## src/rtl/bist_stack_pkg.sv

```systemverilog
// bist_stack_pkg: shared stacked-code definitions for the 6:3 counter BIST (decoder, comparator, stacker model).
package bist_stack_pkg;
  localparam int STACK_W    = 3;
  localparam int NUM_STACKS = 2;
  localparam int STK_CNT_W  = $clog2(STACK_W + 1);
  localparam logic [STACK_W-1:0] STK_0 = 3'b000;
  localparam logic [STACK_W-1:0] STK_1 = 3'b001;
  localparam logic [STACK_W-1:0] STK_2 = 3'b011;
  localparam logic [STACK_W-1:0] STK_3 = 3'b111;
  function automatic logic [STK_CNT_W-1:0] stack_popcount(input logic [STACK_W-1:0] s);
    logic [STK_CNT_W-1:0] c;
    c = '0;
    for (int i = 0; i < STACK_W; i++) c = c + STK_CNT_W'(s[i]);
    return c;
  endfunction
  // A stack is legal when no set bit sits above a clear bit.
  function automatic logic stack_is_legal(input logic [STACK_W-1:0] s);
    return ~|(s[STACK_W-1:1] & ~s[STACK_W-2:0]);
  endfunction
endpackage

```

## src/rtl/stack_code_check.sv

```systemverilog
// stack_code_check: one stacked code -> popcount and illegal (non-thermometer) flag, combinational.
module stack_code_check
  import bist_stack_pkg::*;
#(
  parameter int W  = STACK_W,
  parameter int CW = $clog2(W + 1)
) (
  input  logic [W-1:0]  stack,
  output logic [CW-1:0] cnt,
  output logic          ill
);
  always_comb begin
    cnt = '0;
    for (int i = 0; i < W; i++) cnt = cnt + CW'(stack[i]);
  end
  assign ill = |(stack[W-1:1] & ~stack[W-2:0]);
endmodule

```

## src/rtl/stack_code_decoder.sv

```systemverilog
// stack_code_decoder: 2-stage stacked-code to binary count decoder with legality check, valid/ready stream.
module stack_code_decoder #(
  parameter int STACK_W    = bist_stack_pkg::STACK_W,
  parameter int NUM_STACKS = bist_stack_pkg::NUM_STACKS,
  parameter int CNT_W      = 3,
  parameter int ERR_CNT_W  = 8
) (
  input  logic                          clk,
  input  logic                          rst_n,
  input  logic                          in_valid,
  output logic                          in_ready,
  input  logic [NUM_STACKS*STACK_W-1:0] in_stacks,
  output logic                          out_valid,
  input  logic                          out_ready,
  output logic [CNT_W-1:0]              out_count,
  output logic                          out_err,
  output logic                          err_sticky,
  input  logic                          clear
`ifdef STACK_ERR_CNT_EN
  , output logic [ERR_CNT_W-1:0]        err_count
`endif
);
  localparam int CW = $clog2(STACK_W + 1);
  logic                  s1_valid, s2_valid, s1_adv, err_fire;
  logic [CW-1:0]         cnt [NUM_STACKS];
  logic [CW-1:0]         s1_cnt [NUM_STACKS];
  logic [NUM_STACKS-1:0] ill, s1_ill;
  logic [CNT_W-1:0]      sum;
  assign s1_adv    = !s2_valid || out_ready;
  assign in_ready  = !s1_valid || s1_adv;
  assign out_valid = s2_valid;
  assign err_fire  = out_valid && out_ready && out_err;
  for (genvar k = 0; k < NUM_STACKS; k++) begin : g_chk
    stack_code_check #(.W(STACK_W), .CW(CW)) u_chk (
      .stack(in_stacks[k*STACK_W +: STACK_W]),
      .cnt  (cnt[k]),
      .ill  (ill[k])
    );
  end
  always_comb begin
    sum = '0;
    for (int k = 0; k < NUM_STACKS; k++) sum = sum + CNT_W'(s1_cnt[k]);
  end
  always_ff @(posedge clk) begin
    if (!rst_n) begin
      s1_valid  <= 1'b0;
      s2_valid  <= 1'b0;
      s1_cnt    <= '{default: '0};
      s1_ill    <= '0;
      out_count <= '0;
      out_err   <= 1'b0;
    end else begin
      if (in_ready) s1_valid <= in_valid;
      if (in_ready && in_valid) begin
        s1_cnt <= cnt;
        s1_ill <= ill;
      end
      if (s1_adv) s2_valid <= s1_valid;
      if (s1_adv && s1_valid) begin
        out_count <= sum;
        out_err   <= |s1_ill;
      end
    end
  end
  always_ff @(posedge clk) begin
    if (!rst_n || clear) err_sticky <= 1'b0;
    else if (err_fire) err_sticky <= 1'b1;
  end
`ifdef STACK_ERR_CNT_EN
  always_ff @(posedge clk) begin
    if (!rst_n || clear) err_count <= '0;
    else if (err_fire && !(&err_count)) err_count <= err_count + 1'b1;
  end
`endif
endmodule

```

## config.mk

```make
export PLATFORM = sky130hd
export DESIGN_NAME = stack_code_decoder
export DESIGN_NICKNAME = d
export VERILOG_FILES = /design/src/rtl/bist_stack_pkg.sv /design/src/rtl/stack_code_check.sv /design/src/rtl/stack_code_decoder.sv
export SDC_FILE = /design/constraint.sdc
export NUM_CORES = 1
export LEC_CHECK = 0
export CORE_MARGIN = 1.5
export CORE_UTILIZATION = 44
export CTS_BUF_LIST = sky130_fd_sc_hd__clkbuf_16
export DETAILED_ROUTE_END_ITERATION = 8
export PLACE_DENSITY = 0.75
export SLEW_MARGIN = 40
export SYNTH_ARGS = -nofsm -noshare
export SYNTH_HDL_FRONTEND = slang
export SYNTH_SLANG_ARGS = --single-unit
```

## constraint.sdc

```tcl
create_clock -name clk -period 1.65 [get_ports clk]
set_input_delay 0.33 -clock clk [delete_from_list [all_inputs] [get_ports clk]]
set_output_delay 0.33 -clock clk [all_outputs]
set_load 0.02 [all_outputs]
```

### After elaboration in Yosys (flattened, before gate mapping)

Cells that the tools add are included.

* memory bits (writable): 0
* register bits: 13
* latch bits: 0
* memories kept: 0
* word-level logic and storage cells: 30
* memory bits (read-only): 0
* input port bits: 11

* bitwise operators: 4
* order comparisons: 0
* reduce and logical (&&, ||, !) cells: 13
* add/sub/neg operators: 5
* shifts and indexed selects: 0
* div/mod/pow operators: 0
* equality and inequality tests: 0
* muxes and demuxes: 0
* multiply operators: 0

Operators by type and width (count)
* 2-bit OR reduction: 3
* 1-bit by 1-bit adder with 2-bit output: 2
* 2-bit by 1-bit adder with 2-bit output: 2
* 2-bit AND: 2
* 1-bit logical AND: 4
* 2-bit inverter: 2
* 2-bit by 2-bit adder with 3-bit output: 1
* 1-bit zero test: 3
* 1-bit logical OR: 3

### Longest topological paths before layout

Gate-level depths: netlist of the first run.

* word-level depth: 4
* gate-level depth with buffers: 4

### By module

From an unflattened synthesis of the first run, not the netlist that was laid out.

* cells, all modules: 66
* area total of the unflattened synthesis: 624.3 um2

By module, submodules not included
* stack_code_decoder: sequential area each 260.2 um2, area an instance 556.8 um2, cells an instance 60, times used 1
* stack_code_check: sequential area each 0.0 um2, area an instance 33.8 um2, cells an instance 3, times used 2

### Least setup slack after synthesis of the first run

Ideal clock, no wire load.

* path type: register to register
* start: register s1_cnt[0] (netlist bit)
* end: register out_count[1]
* setup time: 0.072 ns
* clock period less this slack: 1.183 ns
* path buffers: 0
* slack: 0.467 ns
* stages on the path, launching flop included: 5
* arrival: 1.111 ns
* cells stage by stage: dfxtp_1 -> ha_1 -> fa_1 -> nand3_1 -> a21oi_1

* word-level cells in the longest chain between the ends: 1

RTL lines
* start: declaration: RTL line stack_code_decoder.sv:26 `logic [CW-1:0] s1_cnt [NUM_STACKS];`
* start signal: assignment: RTL line stack_code_decoder.sv:55 `s1_cnt <= cnt;`
* 2-bit by 2-bit adder with 3-bit output: RTL line stack_code_decoder.sv:42 `for (int k = 0; k < NUM_STACKS; k++) sum = sum + CNT_W'(s1_cnt[k]);`
* net sum[1]: RTL line stack_code_decoder.sv:28 `logic [CNT_W-1:0] sum;`
* end signal: assignment: RTL line stack_code_decoder.sv:60 `out_count <= sum;`
* end: declaration: RTL line stack_code_decoder.sv:15 `output logic [CNT_W-1:0] out_count,`

The timed path passes the listed nets, and every way through them passes these cells.
A chain may end at the register's enable or synchronous reset.

### Worst setup path in the final report of the first run

* start: input out_ready
* end: output in_ready

* word-level cells in the longest chain between the ends: 2

RTL lines
* start: declaration: RTL line stack_code_decoder.sv:14 `input logic out_ready,`
* 1-bit logical OR: RTL line stack_code_decoder.sv:29 `assign s1_adv = !s2_valid || out_ready;`
* 1-bit logical OR: RTL line stack_code_decoder.sv:30 `assign in_ready = !s1_valid || s1_adv;`
* end: declaration: RTL line stack_code_decoder.sv:11 `output logic in_ready,`

No other way between the ends.

==> impl_metrics.py, run 1 <==
metrics = {
    "critical_path": {
        "r2r_start": "s1_cnt[0]",
        "cp_num_cells": 3,
        "crit_type": "in2out",
        "path_delay_family": "buffers and inverters",
        "path_cells": "clkdlybuf4s50_1, nand3b_4, dlygate4sd2_1",
        "worstReg2RegEnd": "out_count[1]",
        "reg2reg_depth": 4,
        "reg2reg_slack_ns": 0.40,
        "max_stage_delay_ns": 0.48,
        "cp-start-kind": "input port",
        "arrival_ns": 1.28,
        "endpoint_kind": "primary output",
        "crit_path_top_delay_cell": "clkdlybuf4s50_1",
        "crit_start": "out_ready",
        "crit_end": "in_ready",
        "cp.buffers_inverters": 2,
        "cp.required_ns": 1.32,
        "worst-path-max-fanout": 2,
    },
    "timing": {
        "period_share_pct": 97.8,
        "rsz0062_at_grt": "false",
        "drv_slew": 0,
        "worst_slew_pin_slew_ns": 0.254,
        "fin_crit_ns": 1.61,
        "tns_ns": 0,
        "finalHoldViolations": 0,
        "slew_headroom_pct": 82.9,
        "finalSetupViolCount": 0,
        "fin_ws_ns": 0.0363,
        "fmax_mhz": 620,
        "finClkSkew_ns": 0.00100,
    },
    "layout": {
        "nets": 101,
        "multiInputGateArea_sq_um": 317,
        "antenna_cells": 0,
        "final_layout_size_suffix_gt1_share_pct": 11.8,
        "fillers": 111,
        "final_util_pct": 68.5,
        "area_growth_pct": 45.0,
        "ff_latch_area_sq_um": 260,
    },
    "yosys": {
        "syn_avg_cell_area_sq_um": 9.91,
        "synthFlopType": "dfxtp_1",
        "synth_edf_count": 0,
        "synthTopCellsByCount": "dfxtp_1, a21oi_1, nand2_1",
        "synth.area.top_cells": "dfxtp_1, fa_1, mux2i_1",
        "yosysMostFrequentCell": "dfxtp_1",
        "seq_area_frac_synth_pct": 42.4,
        "ys_warn_count": 0,
        "syn-num-nets": 77,
        "synth_largest_area_cell": "dfxtp_1",
        "ys_types": 20,
        "ys_ff_latch": 13,
        "synth_top_cell_area_share_pct": 42.4,
        "syn_inst": 62,
        "synth_area_sq_um": 614,
        "synthArstFlopShare_pct": 0,
    },
    "floorplanning": {
        "start_util_pct": 47.2,
        "die_area_sq_um": 1630,
        "pin_count": 18,
        "fp.dieW_microns": 40.4,
        "fp.dieH_microns": 40.4,
        "row_count": 13,
        "core_sq_um": 1300,
    },
    "global_routing": {
        "gr-usage-all-layers_pct": 17.5,
        "first_global_vias": 430,
        "grt_overflow": 0,
        "grt_max_degree": 10,
        "antenna_found_initial": 0,
        "grt_pass1_wl_microns": 1740,
    },
    "clock_tree": {
        "clock_path_buffers": 2,
        "cts_resized": 2,
        "ctsRootBufferMaster": "clkbuf_16",
        "htreeDepth": 1,
        "clk-insertion-delay-late_ns": 0.24,
        "post_cts_buffers": 0,
        "cts-hold-fix-buffers": 0,
        "cts_tree": "done",
        "numCtsBuffers": 3,
        "clk_pin_slew_ns": 0.04,
        "clock_sinks": 13,
    },
    "detailed_routing": {
        "drt_iter0_markers": 5,
        "drt_wl_total_microns": 1080,
        "drc": 0,
        "route.vias.total": 502,
        "drt_first_pass_iters": 4,
        "final_antenna_net_count": 0,
        "wl_per_cell_microns": 10.8,
        "avgViaCountPerCell": 5.02,
    },
    "placed_design": {
        "numPortBuffers": 17,
        "place_ws_ns": -0.225,
        "place_hpwl_microns": 798,
        "gp_congestion": 0.683,
    },
    "power_and_ir_drop": {
        "powerDensity_nw_per_um2": 1020,
        "leakage_uw": 0.000396,
        "vdd_drop_max_v": 0.000603,
    },
    "worst_hold_path": {
        "hold_class": "reg2reg",
    },
    "run": {
        "maxCapViolCount": 0,
    },
    "status": {
        "status": "complete, no violations",
    },
}
==> where the power goes <==
part | internal [uW] | switching (uW)
clock | 319 | 124
sequential | 335 | 13.5
combinational | 64.3 | 53.8
total | 718 | 191
==> logic make-up after synthesis <==
kind of cell | after synthesis | share of synthesized area, %
muxes | 6 | 9.78
buffers and inverters | 7 | 6.11
AOI/OAI and AO/OA | 15 | 14.3
adders and majority gates | 4 | 11.8
DFF | 13 | 42.4
and+or+nand+nor | 17 | 15.7
==> worst min path at each step <==
stage | depth (start not counted) | endpoint | slack (ns) | start
4_1_cts | 2 | s1_cnt[2] | 0.47 | s1_cnt[2]
3_3_place_gp | 2 | s1_cnt[2] | 0.46 | s1_cnt[2]
2_1_floorplan | 1 | err_sticky | 0.41 | clear
6_report | 2 | s1_cnt[0] | 0.47 | s1_cnt[0]
3_5_place_dp | 2 | s1_cnt[2] | 0.47 | s1_cnt[2]
5_1_grt | 2 | s1_cnt[0] | 0.49 | s1_cnt[0]
==> cell type report <==
type	count	area share [%]
clock buffer	3	8.43
clock inverter	1	0.421
inverter	5	2.11
multi-input combinational	42	35.5
sequential	13	29.2
tap	15	2.11
timing repair buffer	21	22.2
==> stage by stage <==
step,std cells,hold WS (ns),power (uW),instance area [sq um]
6_report,100,0.468,910,891
5_1_grt,100,0.491,949,891
4_1_cts,100,0.472,921,891
3_5_place_dp,96,0.466,474,815
3_3_place_gp,96,0.455,471,815
2_1_floorplan,62,0.409,417,614
==> flip-flops by register name, summed over array words and instances, names as in the netlist <==
register	cells
s1_valid	1
out_valid	1
s1_ill	2
err_sticky	1
out_count	3
s1_cnt	4
out_err	1
==> cells in the final DEF (no fill, tap or decap), drive strengths merged <==
cell	synthesis	routed
a21oi	8	8
nand2b	1	1
nor3	1	1
fa	3	3
mux2i	6	6
ha	1	1
nor2	1	1
a31oi	1	1
clkdlybuf4s50	0	15
buf	2	4
clkbuf	0	3
and2b	1	1
inv	4	5
nand3	3	3
a311oi	3	3
nand2	9	9
dlygate4sd2	0	2
clkinv	1	1
o21ai	3	3
nand3b	1	1
dfxtp	13	13
==> routing by layer <==
metal  up-vias  wire length [microns]  global-route usage [%]
met4         0                     18                    15.0
li1        262                      -                       -
met2        20                    496                    29.0
met5         -                      0                       0
met1       218                    492                    17.7
met3         2                     71                    5.00
==> tightest hold or removal path: cells and delay by family, from the launching register on <==
kind          cells  cell delay, ns
simple gates      1            0.05
flops             1            0.31
mux               1            0.05
Power figures use the tool's default switching activity.
==> run 2, diff against run 1 <==
--- a/config.mk
+++ b/config.mk
@@ -5,7 +5,7 @@
 export SDC_FILE = /design/constraint.sdc
 export NUM_CORES = 1
 export LEC_CHECK = 0
-export CORE_MARGIN = 1.5
+export CORE_MARGIN = 2
 export CORE_UTILIZATION = 44
 export CTS_BUF_LIST = sky130_fd_sc_hd__clkbuf_16
 export DETAILED_ROUTE_END_ITERATION = 8
==> impl_metrics.py, run 2 (synthesis results as in run 1) <==
metrics = {
    "layout": {
        "area_growth_pct": 45.2,
        "fillers": 114,
        "final_common_cell": "clkdlybuf4s50_1",
        "registers.top_by_ff_count": "s1_cnt",
        "nets": 101,
        "reg_top3": "s1_cnt: 4 flops, out_count: 3 flops, s1_ill: 2 flops",
        "antenna_cells": 0,
        "largest_reg_flops": 4,
        "mostFrequentLayoutCells": "clkdlybuf4s50_1, dfxtp_1, a21oi_1, nand2_1, mux2i_1",
        "final_layout_size_suffix_gt1_share_pct": 11.8,
    },
    "critical_path": {
        "worst-path-max-fanout": 2,
        "crit_type": "in2out",
        "cp-start-kind": "input port",
        "arrival_ns": 1.26,
        "reg2reg_depth": 4,
        "crit_path_top_delay_cell": "clkdlybuf4s50_1",
        "cp.buffers_inverters": 2,
        "reg2reg_slack_ns": 0.37,
        "cp.required_ns": 1.32,
        "path_cells": "clkdlybuf4s50_1, nand3b_4, clkdlybuf4s15_1",
        "endpoint_kind": "primary output",
        "crit_end": "in_ready",
        "max_stage_delay_ns": 0.49,
        "path_delay_family": "buffers and inverters",
        "cp_num_cells": 3,
        "crit_start": "out_ready",
        "worstReg2RegEnd": "out_count[1]",
        "r2r_start": "s1_cnt[0]",
    },
    "power_and_ir_drop": {
        "vdd_drop_max_v": 0.000715,
        "power_frac_comb_pct": 13.2,
        "switching_share_pct": 21.1,
        "clkPwrFrac_pct": 48.5,
        "power_frac_seq_pct": 38.4,
        "p_int_uw": 719,
        "p_switching_uw": 193,
        "powerDensity_nw_per_um2": 1020,
        "leakage_uw": 0.000398,
    },
    "detailed_routing": {
        "drt_first_pass_iters": 4,
        "drt_iter0_markers": 5,
        "route.vias.total": 512,
        "drc": 0,
        "final_antenna_net_count": 0,
        "drt_wl_total_microns": 1190,
        "avgViaCountPerCell": 5.12,
        "wl_per_cell_microns": 11.9,
    },
    "clock_tree": {
        "post_cts_buffers": 0,
        "htreeDepth": 1,
        "clock_path_buffers": 2,
        "clock_sinks": 13,
        "numCtsBuffers": 3,
        "ctsRootBufferMaster": "clkbuf_16",
        "clk-insertion-delay-late_ns": 0.24,
        "cts-hold-fix-buffers": 0,
        "cts_tree": "done",
        "clk_pin_slew_ns": 0.04,
    },
    "global_routing": {
        "grt_max_degree": 10,
        "antenna_found_initial": 0,
        "grt_pass1_wl_microns": 2060,
        "grt_overflow": 0,
        "gr-usage-all-layers_pct": 19.4,
        "first_global_vias": 492,
    },
    "placed_design": {
        "place_hpwl_microns": 851,
        "numPortBuffers": 17,
        "place_ws_ns": -0.219,
        "gp_congestion": 0.701,
    },
    "timing": {
        "period_share_pct": 96.3,
        "fin_ws_ns": 0.0608,
        "slew_headroom_pct": 83.1,
        "worst_hold_slack_ns": 0.467,
        "fin_crit_ns": 1.59,
        "worst_slew_pin_slew_ns": 0.252,
        "finalSetupViolCount": 0,
        "finalHoldViolations": 0,
        "drv_slew": 0,
        "finClkSkew_ns": 0.00115,
        "rsz0062_at_grt": "false",
        "fmax_mhz": 629,
    },
    "floorplanning": {
        "fp.dieH_microns": 41.4,
        "pin_count": 18,
        "die_area_sq_um": 1710,
        "core_sq_um": 1300,
        "row_count": 13,
        "fp.dieW_microns": 41.4,
        "start_util_pct": 47.2,
    },
    "worst_hold_path": {
        "hold_class": "reg2reg",
    },
    "run": {
        "maxCapViolCount": 0,
    },
    "status": {
        "status": "complete, no violations",
    },
}
## run 2: changes by cell type in the layout (fill, tap and decap cells not counted), sizes merged
cell and delta:
dlygate4sd2 -1, clkdlybuf4s15 +1
## run 2: layout make-up
class                      instances  area (sq um)  area share [%]
clock buffer                       3          75.1            8.42
clock inverter                     1          3.75           0.421
inverter                           5          18.8            2.10
multi-input combinational         42           317            35.5
sequential                        13           260            29.2
tap                               15          18.8            2.10
timing repair buffer              21           199            22.3
## run 2: worst min-delay path by stage
stage	startpoint	endpoint	slack, ns	cells after the start
3_5_place_dp	s1_cnt[0]	s1_cnt[0]	0.46	2
6_report	s1_cnt[0]	s1_cnt[0]	0.47	2
3_3_place_gp	s1_cnt[2]	s1_cnt[2]	0.45	2
4_1_cts	s1_cnt[0]	s1_cnt[0]	0.47	2
2_1_floorplan	clear	err_sticky	0.41	1
5_1_grt	s1_cnt[0]	s1_cnt[0]	0.49	2
## run 2: layer usage
layer / vias up / GRT usage, % / wire length (microns)
met4: 0 / 9.68 / 8
met2: 24 / 35.5 / 625
met1: 226 / 19.9 / 460
met5: - / 0 / 0
li1: 260 / - / -
met3: 2 / 5.32 / 100
## run 2: tightest hold or removal path, delay by kind of cell, from the launching register on
family        cells  cell delay (ns)
flops             1             0.31
mux               1             0.06
simple gates      1             0.05
## run 2: repair_timing
action | in CTS | in global routing
gates cloned | 0 | 0
resized for setup | 2 | 1
endpoints found under the setup margin | 2 | 1
## run 2: per-stage QoR
step / setup TNS, ns / util (%) / cell area [sq um] / cells / total power (uW)
global placement: -0.244 / 62.6 / 815 / 96 / 471
floorplan: 0 / - / 614 / 62 / 417
CTS: 0 / 68.5 / 891 / 100 / 920
detailed placement: -0.219 / 62.6 / 815 / 96 / 474
finish: 0 / 68.6 / 892 / 100 / 911
global route: 0 / 68.6 / 892 / 100 / 955
## run 2: power by group through the flow
| stage | clock network (uW) | registers (uW) | logic (uW) |
|---|---|---|---|
| after floorplan | 0 | 360 | 57.3 |
| after global placement | 0 | 354 | 117 |
| after detailed placement | 0 | 355 | 119 |
| after CTS | 449 | 350 | 121 |
| after global routing | 469 | 351 | 135 |
| final | 442 | 350 | 120 |
==> run 3, diff against run 2 <==
--- a/config.mk
+++ b/config.mk
@@ -5,11 +5,13 @@
 export SDC_FILE = /design/constraint.sdc
 export NUM_CORES = 1
 export LEC_CHECK = 0
+export CELL_PAD_IN_SITES_DETAIL_PLACEMENT = 1
+export CELL_PAD_IN_SITES_GLOBAL_PLACEMENT = 1
 export CORE_MARGIN = 2
-export CORE_UTILIZATION = 44
+export CORE_UTILIZATION = 33
 export CTS_BUF_LIST = sky130_fd_sc_hd__clkbuf_16
 export DETAILED_ROUTE_END_ITERATION = 8
-export PLACE_DENSITY = 0.75
+export PLACE_DENSITY_LB_ADDON = 0.1
 export SLEW_MARGIN = 40
 export SYNTH_ARGS = -nofsm -noshare
 export SYNTH_HDL_FRONTEND = slang
==> impl_metrics.py, run 3 (synthesis results as in run 1) <==
metrics = {
    "placed_design": {
        "dpl_cell_area_sq_um": 827,
        "dp.cells": 106,
        "place_hpwl_microns": 1030,
        "numPortBuffers": 17,
        "gp_congestion": 0.712,
    },
    "detailed_routing": {
        "avgViaCountPerCell": 4.68,
        "drt_wl_total_microns": 1350,
        "drt_first_pass_iters": 1,
        "drt_iter0_markers": 0,
        "route.vias.total": 515,
        "drc": 0,
        "wl_per_cell_microns": 12.2,
        "final_antenna_net_count": 0,
    },
    "timing": {
        "finalSetupViolCount": 0,
        "finalHoldViolations": 0,
        "drv_slew": 0,
        "tns_ns": 0,
        "fin_crit_ns": 1.59,
        "fmax_mhz": 628,
        "slew_headroom_pct": 81.6,
        "worst_slew_pin_slew_ns": 0.274,
        "rsz0062_at_grt": "false",
        "finClkSkew_ns": 0.000932,
        "period_share_pct": 96.5,
    },
    "critical_path": {
        "crit_path_top_delay_cell": "clkdlybuf4s50_1",
        "r2r_start": "s1_cnt[0]",
        "cp_num_cells": 3,
        "path_delay_family": "buffers and inverters",
        "path_cells": "clkdlybuf4s50_1, nand3b_4, clkdlybuf4s15_1",
        "reg2reg_slack_ns": 0.41,
        "cp.buffers_inverters": 2,
        "arrival_ns": 1.26,
        "cp.required_ns": 1.32,
        "endpoint_kind": "primary output",
        "worstReg2RegEnd": "out_count[1]",
        "worst-path-max-fanout": 2,
        "cp-start-kind": "input port",
        "reg2reg_depth": 4,
        "crit_type": "in2out",
        "max_stage_delay_ns": 0.49,
    },
    "clock_tree": {
        "htreeDepth": 1,
        "clock_path_buffers": 2,
        "cts_resized": 2,
        "cts_tree": "done",
        "clk_pin_slew_ns": 0.04,
        "clk-insertion-delay-late_ns": 0.24,
        "ctsRootBufferMaster": "clkbuf_16",
        "cts-hold-fix-buffers": 0,
        "clock_sinks": 13,
        "numCtsBuffers": 3,
        "post_cts_buffers": 0,
    },
    "floorplanning": {
        "die_area_sq_um": 2220,
        "row_count": 15,
        "core_sq_um": 1750,
        "fp.dieW_microns": 47.1,
        "pin_count": 18,
        "fp.dieH_microns": 47.1,
        "start_util_pct": 35.2,
    },
    "global_routing": {
        "grt_max_degree": 10,
        "grt_pass1_wl_microns": 2400,
        "antenna_found_initial": 0,
        "grt_overflow": 0,
        "gr-usage-all-layers_pct": 16.3,
        "first_global_vias": 554,
    },
    "layout": {
        "stdcell_count": 110,
        "mostFrequentLayoutCells": "clkdlybuf4s50_1, dfxtp_1, a21oi_1, nand2_1, mux2i_1",
        "final_layout_size_suffix_gt1_share_pct": 11.8,
        "area_growth_pct": 47.3,
        "antenna_cells": 0,
        "fin_area_sq_um": 905,
        "reg_top3": "s1_cnt: 4 flops, out_count: 3 flops, s1_ill: 2 flops",
        "registers.top_by_ff_count": "s1_cnt",
        "final_common_cell": "clkdlybuf4s50_1",
        "nets": 101,
        "final_util_pct": 51.8,
        "largest_reg_flops": 4,
    },
    "worst_hold_path": {
        "hold_end": "s1_cnt[2]",
        "min-delay-start": "s1_cnt[2]",
        "hold_class": "reg2reg",
        "hold_depth": 2,
    },
    "power_and_ir_drop": {
        "finalPower_uw": 927,
        "leakage_uw": 0.000398,
        "vdd_drop_max_v": 0.000521,
        "powerDensity_nw_per_um2": 1030,
    },
    "status": {
        "status": "complete, no violations",
    },
    "run": {
        "maxCapViolCount": 0,
    },
}
[run 3: layout make-up]
cell class	count	area [sq um]
Clock buffer	3	75.1
Clock inverter	1	3.75
Fill cell	208	841
Inverter	5	18.8
Multi-Input combinational cell	42	317
Sequential cell	13	260
Tap cell	25	31.3
Timing Repair Buffer	21	199
[run 3: worst max path at each step]
| stage | startpoint | slack, ns | endpoint |
|---|---|---|---|
| 5_1_grt | out_ready | 0.03 | in_ready |
| 2_1_floorplan | s1_cnt[0] | 0.47 | out_count[1] |
| 3_3_place_gp | out_ready | -0.25 | in_ready |
| 4_1_cts | out_ready | 0.02 | in_ready |
| 6_report | out_ready | 0.06 | in_ready |
| 3_5_place_dp | out_ready | -0.24 | in_ready |
[run 3: worst min-delay path, cell delays in order (launching register included)]
cell     delay [ns]
dfxtp_1        0.31
nand2_1        0.05
mux2i_1        0.06
[run 3: routing by layer]
layer	GRT usage (%)	share of wire (%)	up-vias
li1	-	-	260
met1	18.4	45	237
met2	26.3	49	14
met3	4.62	3.6	4
met4	11.7	2.2	0
met5	0	0	-
[run 3: power breakdown]
part           internal (uW)  switching, uW
registers                335           14.1
clock network            320            137
logic                   64.3           57.1
total                    719            208
[run 3: through the flow]
| step | hold slack, ns | setup WS, ns |
|---|---|---|
| after floorplan | 0.409 | 0.467 |
| after global placement | 0.452 | -0.252 |
| after detailed placement | 0.467 | -0.241 |
| after CTS | 0.473 | 0.0239 |
| after global routing | 0.501 | 0.0278 |
| final | 0.469 | 0.0574 |
